==> src/rtl/clk_div_prog.sv <==
// Multi-channel programmable clock divider; runtime divisor changes land on period boundaries (phase offsets with CLK_DIV_PROG_PHASE_EN).
// Latency: en_i/load_i/sync_i take effect on the next core clock edge; outputs decode registers only.
// Backpressure: none, a load during a period is held pending (busy_o) until the wrap, last write wins.
module clk_div_prog #(
    parameter int NUM_CH      = 2,
    parameter int DIV_W       = 16,
    parameter int DEFAULT_DIV = 4
) (
    input  logic                    clk_i,
    input  logic                    rst_ni,
    input  logic [NUM_CH-1:0]       en_i,
    input  logic [NUM_CH*DIV_W-1:0] div_i,
`ifdef CLK_DIV_PROG_PHASE_EN
    input  logic [NUM_CH*DIV_W-1:0] phase_i,
`endif
    input  logic [NUM_CH-1:0]       load_i,
    input  logic                    sync_i,
    output logic [NUM_CH-1:0]       clk_o,
    output logic [NUM_CH-1:0]       tick_o,
    output logic [NUM_CH-1:0]       busy_o
);

    localparam logic [DIV_W-1:0] DEF_DIV = (DEFAULT_DIV < 2) ? DIV_W'(2) : DIV_W'(DEFAULT_DIV);

    function automatic logic [DIV_W-1:0] clamp_div(input logic [DIV_W-1:0] v);
        return (v < DIV_W'(2)) ? DIV_W'(2) : v;
    endfunction

    for (genvar c = 0; c < NUM_CH; c++) begin : g_ch
        logic [DIV_W-1:0] cnt_q, cnt_d;
        logic [DIV_W-1:0] div_q, div_d;
        logic [DIV_W-1:0] pend_div_q, pend_div_d;
        logic             pend_q, pend_d;
        logic             en_q;
        logic [DIV_W-1:0] req_div;
        logic             wrap;

        assign req_div = clamp_div(div_i[c*DIV_W +: DIV_W]);
        assign wrap    = en_q && (cnt_q == div_q - 1'b1);

        always_comb begin
            cnt_d      = cnt_q;
            div_d      = div_q;
            pend_div_d = pend_div_q;
            pend_d     = pend_q;
            if (sync_i) begin
                if (load_i[c]) begin
                    div_d  = req_div;
                    pend_d = 1'b0;
                end else if (pend_q) begin
                    div_d  = pend_div_q;
                    pend_d = 1'b0;
                end
`ifdef CLK_DIV_PROG_PHASE_EN
                // Offset is limited to the last count of the divisor in force after the sync.
                cnt_d = (phase_i[c*DIV_W +: DIV_W] < div_d) ? phase_i[c*DIV_W +: DIV_W]
                                                             : div_d - 1'b1;
`else
                cnt_d = '0;
`endif
            end else if (!en_q) begin
                cnt_d = '0;
                if (load_i[c]) begin
                    div_d  = req_div;
                    pend_d = 1'b0;
                end
            end else if (wrap) begin
                cnt_d = '0;
                if (load_i[c]) begin
                    div_d  = req_div;
                    pend_d = 1'b0;
                end else if (pend_q) begin
                    div_d  = pend_div_q;
                    pend_d = 1'b0;
                end
            end else begin
                cnt_d = cnt_q + 1'b1;
                if (load_i[c]) begin
                    pend_div_d = req_div;
                    pend_d     = 1'b1;
                end
            end
            // A channel being switched off parks at zero so re-enable starts a fresh period.
            if (!en_i[c]) begin
                cnt_d = '0;
            end
        end

        always_ff @(posedge clk_i or negedge rst_ni) begin
            if (!rst_ni) begin
                cnt_q      <= '0;
                div_q      <= DEF_DIV;
                pend_div_q <= '0;
                pend_q     <= 1'b0;
                en_q       <= 1'b0;
            end else begin
                cnt_q      <= cnt_d;
                div_q      <= div_d;
                pend_div_q <= pend_div_d;
                pend_q     <= pend_d;
                en_q       <= en_i[c];
            end
        end

        assign clk_o[c]  = en_q && (cnt_q < (div_q >> 1));
        assign tick_o[c] = en_q && (cnt_q == '0);
        assign busy_o[c] = pend_q;
    end

endmodule

==> config.mk <==
export PLATFORM = sky130hd
export DESIGN_NAME = clk_div_prog
export DESIGN_NICKNAME = d
export VERILOG_FILES = /design/src/rtl/clk_div_prog.sv
export SDC_FILE = /design/constraint.sdc
export NUM_CORES = 1
export LEC_CHECK = 0
export BUFFER_PORTS_ARGS = -buffer_cell sky130_fd_sc_hd__buf_4
export CORE_MARGIN = 2
export CORE_UTILIZATION = 55
export DETAILED_ROUTE_END_ITERATION = 10
export MAX_ROUTING_LAYER = met4
export PLACE_DENSITY = 0.73
export SYNTH_ARGS = -nofsm -noshare
export SYNTH_HDL_FRONTEND = slang
export SYNTH_SLANG_ARGS = --single-unit
export TNS_END_PERCENT = 1
==> constraint.sdc <==
create_clock -name clk_i -period 5.6 [get_ports clk_i]
set_clock_uncertainty 0.2 [all_clocks]
set_input_delay 1.12 -clock clk_i [delete_from_list [all_inputs] [get_ports clk_i]]
set_output_delay 1.12 -clock clk_i [all_outputs]
set_load 0.01 [all_outputs]
==> reports/summary.md <==
The initial standard-cell utilization of the core is 0.5617, and the number of max-slew violations in the final report is 0. During I/O placement, the number of pins put on the boundary was 45. The dominant synthesized flop cell was dfrtp_1. The run gives 0 as the number of warnings printed during yosys synthesis. The sequential share of the synthesized area is 0.3534. The tools report the worst max-slew margin expressed relative to the limit as 0.1889. The slew of the pin with the lowest slew margin came out at 1.214 ns. For the remaining routing DRC violations, the log shows 0. The synthesized design contains 0 enable-type register cells.

Count of final hold-check violations: 0. The tools report the clock root buffer master as clkbuf_16. In this run the critical register-to-register path is launched from g_ch[1].div_q[1]. The final clock period utilization by the worst path was 0.7314. The area growth from synthesis to layout is 5.455%. The run finished with clean final reports. The initialized floorplan defines 41 standard-cell rows.

STA puts the critical path data arrival time at 2.78 ns. The path with the worst hold slack has its endpoint at g_ch[0].pend_div_q[14]. The tools report the hold buffer count at CTS as 0. Global-route wire length before repair: 26,350 um. Number of cells upsized or downsized after cts: 0.

The tools report the type of origin of the critical path as a flop. The logs give 824 for the net count after synthesis and 13,810 um^2 for the overall die area. The switching share of total power works out to 0.3221. The worst setup path is captured at an output port. The clock tree synthesis step divided the H-tree into 3 levels. The cell depth of the worst flop-to-flop path was 9; the total vias in the final route was 5,585. The detailed placement HPWL came out at 11,300 um.

In this run the cell area measured after placement is 7182 um^2. TritonCTS built the clock tree. In this run the critical register-to-register path is captured at g_ch[1].div_q[1]. The category of the critical setup timing path is flop to output port. Leaving out fill and tap cells, the most frequent cells in the layout are 98 x dfrtp_1, 83 x nor2_1, 59 x inv_1. The critical path required time is 4.28 ns, and the post-CTS clock slew at the launch and capture registers of the worst setup and hold paths is 0.07 ns.

The gate count of the mapped netlist is 751. Fraction of registers with async set or reset after synthesis: 1.000. The run gives 7088 um^2 as the cell area after technology mapping. Sink count of the clock tree: 100. The critical path's slowest cell was dfstp_2. The number of vias per cell was 6.025; the post-route standard cell area excluding fillers was 7475 um^2. Summed over all nets, the switching power comes to 0.6263 mW. The final weighted congestion of routability-driven global placement came out at 1.001. The number of standard cells in the final layout excluding fillers was 927; the area of the core was 12,620 um^2. The tools report the fraction of power consumed by the clock network as 0.320. The clock passes through at most 2 buffers. The number of nets still failing antenna checks after routing came out at 0.

Timing would allow up to 244.1 MHz. Setup repair after global routing left no endpoint under its margin. The number of buffers inserted by post-CTS setup repair is 0, and the clock latency at the later pin of the worst-skew pair is 0.36 ns.

The share of layout cells above drive strength 1 is 0.1695, and the final antenna diode count is 0. IR analysis of the VDD net gives a maximum drop of 0.0001656 V. The first TritonRoute pass finished after 5 iterations. Together, buffers and inverters on the worst path number 2. The internal power component was 1.318 mW. The signal on the critical path passes through inv_1 > ha_1 > a21o_1 > a21o_1 > a21o_1 > a21o_1 > a2111oi_0 > o31a_1 > buf_4.

Most common cell after layout, fill and taps aside: dfrtp_1. The most frequent cell on the critical path is a21o_1. Counting flops and latches in the post-synthesis netlist gives 100. For the final routed database, the setup TNS stands at 0 ns. In this run, CTS created clock tree buffers numbering 9. The wire length after detailed routing was 15,510 um; the minimum clock period was 4.096 ns. Entering global routing, the biggest net connects 68 pins. Number of port buffers: 44. Tracing the worst setup path back leads to its startpoint at g_ch[0].div_q[2]. The power per cell area came out at 260.2 nW/um^2.

The run gives 0.208 as the combinational share of power. The dominant delay contributor by cell family on the critical path was compound AO/OA/AOI/OAI gates. Number of global-route vias before repair: 5,365. Of all nets on the critical path, the largest fanout is 10.

For the sequential group share of total power, the log shows 0.472. The number of placed instances, taps included, is 911. In this run the most critical hold path is launched from g_ch[0].pend_div_q[14]. The initial antenna violation count is 0, and the global route total overflow is 0. Depth of the worst hold-timing path: 1. Averaged over all synthesized cells, the footprint is 9.438 um^2. The total routing usage reported by global routing is 0.2369, and the number of failing setup endpoints in the final timing report is 0. The floorplan step set the die width to 117.5 um. The count of max-cap constraint violations was 0; the overall die height was 117.5 um. The kind of path behind the tightest hold check was flop to flop.

After detailed routing, the average wire length per cell comes to 16.73 um. DRC marker count from the first detailed-route iteration: 374. The run gives 3.265 nW as the leakage power. The final core utilization came out at 0.5923. The netlist uses 80 different library cells. For this run, the post-layout net count is 823. The delay contributed by the slowest stage of the critical path works out to 0.64 ns.

For flop-to-flop paths, the worst setup slack is 1.68 ns.
[worst reg2reg max path: cells and delay by family, from the launching register on]
family	cells	cell delay [ns]
AO/OA/AOI/OAI	3	1.55
AND/OR/NAND/NOR	3	1.12
flip-flops	1	0.42
adder cells (fa/ha/maj)	1	0.24
XOR/XNOR	1	0.12
buffers and inverters	1	0.10
[power by group through the flow]
| stage | clock [mW] | combinational (mW) | sequential, mW |
|---|---|---|---|
| after global routing | 0.662 | 0.453 | 0.934 |
| after global placement | 0 | 0.388 | 0.921 |
| after floorplan | 0 | 0.387 | 0.865 |
| final | 0.623 | 0.405 | 0.917 |
| after detailed placement | 0 | 0.402 | 0.930 |
| after CTS | 0.638 | 0.404 | 0.915 |
[state kept, by name, summed over array words and instances, names as in the netlist]
signal and flops:
g_ch.en_q 2, g_ch.div_q 32, g_ch.pend_q 2, g_ch.cnt_q 32, g_ch.pend_div_q 32
[worst max path at each step]
stage | endpoint | slack (ns) | depth (start not counted)
after global placement | g_ch[0].div_q[1] | 1.86 | 9
after global routing | g_ch[1].div_q[1] | 1.32 | 9
after CTS | clk_o[0] | 1.46 | 9
final | clk_o[0] | 1.50 | 9
after detailed placement | g_ch[1].div_q[1] | 1.74 | 9
after floorplan | clk_o[0] | 2.12 | 9
[cell usage after synthesis, types with 7 or more instances]
| cell | n | area share |
|---|---|---|
| inv_1 | 59 | 0.031 |
| nor4_1 | 17 | 0.015 |
| nand2_1 | 20 | 0.011 |
| a21oi_1 | 7 | 0.0049 |
| and3_1 | 10 | 0.0088 |
| nor2_1 | 84 | 0.044 |
| a221oi_2 | 10 | 0.021 |
| nand3_1 | 22 | 0.016 |
| o21ai_0 | 24 | 0.017 |
| a31oi_1 | 20 | 0.018 |
| o32a_1 | 15 | 0.021 |
| clkbuf_1 | 31 | 0.016 |
| ha_1 | 34 | 0.060 |
| xor2_1 | 30 | 0.037 |
| dfrtp_1 | 98 | 0.35 |
| xnor2_1 | 30 | 0.037 |
| mux2_2 | 31 | 0.049 |
| nand4_1 | 16 | 0.014 |
| clkbuf_8 | 7 | 0.014 |
| a21o_1 | 12 | 0.013 |
| nand3b_1 | 16 | 0.017 |
| nor3_1 | 37 | 0.026 |
[routing by layer]
metal,GRT usage,wire length (um)
met2,0.3414,6926
met1,0.3453,7582
met3,0.02665,716
met5,-,0
met4,0.08735,280
[stage by stage]
step / power [mW] / hold slack [ns] / setup slack (ns)
CTS: 1.958 / 0.3042 / 1.455
floorplan: 1.252 / 0.2699 / 2.122
detailed placement: 1.332 / 0.2869 / 1.739
global route: 2.049 / 0.3247 / 1.318
global placement: 1.309 / 0.2776 / 1.862
finish: 1.945 / 0.2980 / 1.504
[kinds of logic (layout without fill, tap and decap cells)]
logic type / Yosys count / after routing / synth area share
XOR/XNOR: 61 / 61 / 0.07643
AND/OR/NAND/NOR: 277 / 277 / 0.2168
multiplexers: 35 / 35 / 0.05490
flip-flops: 100 / 100 / 0.3534
adder cells (fa/ha/maj): 34 / 34 / 0.06002
AO/OA/AOI/OAI: 126 / 126 / 0.1400
buffers and inverters: 118 / 122 / 0.09850
[area by class of cell]
class	instances	area (um^2)
clock buffer	9	225.2
clock inverter	7	67.56
fill	1101	5145
inverter	59	221.5
multi-input combinational	533	3887
sequential	100	2505
tap	172	215.2
timing repair buffer	47	352.8
Note: power is estimated with default switching activity, not from simulation.
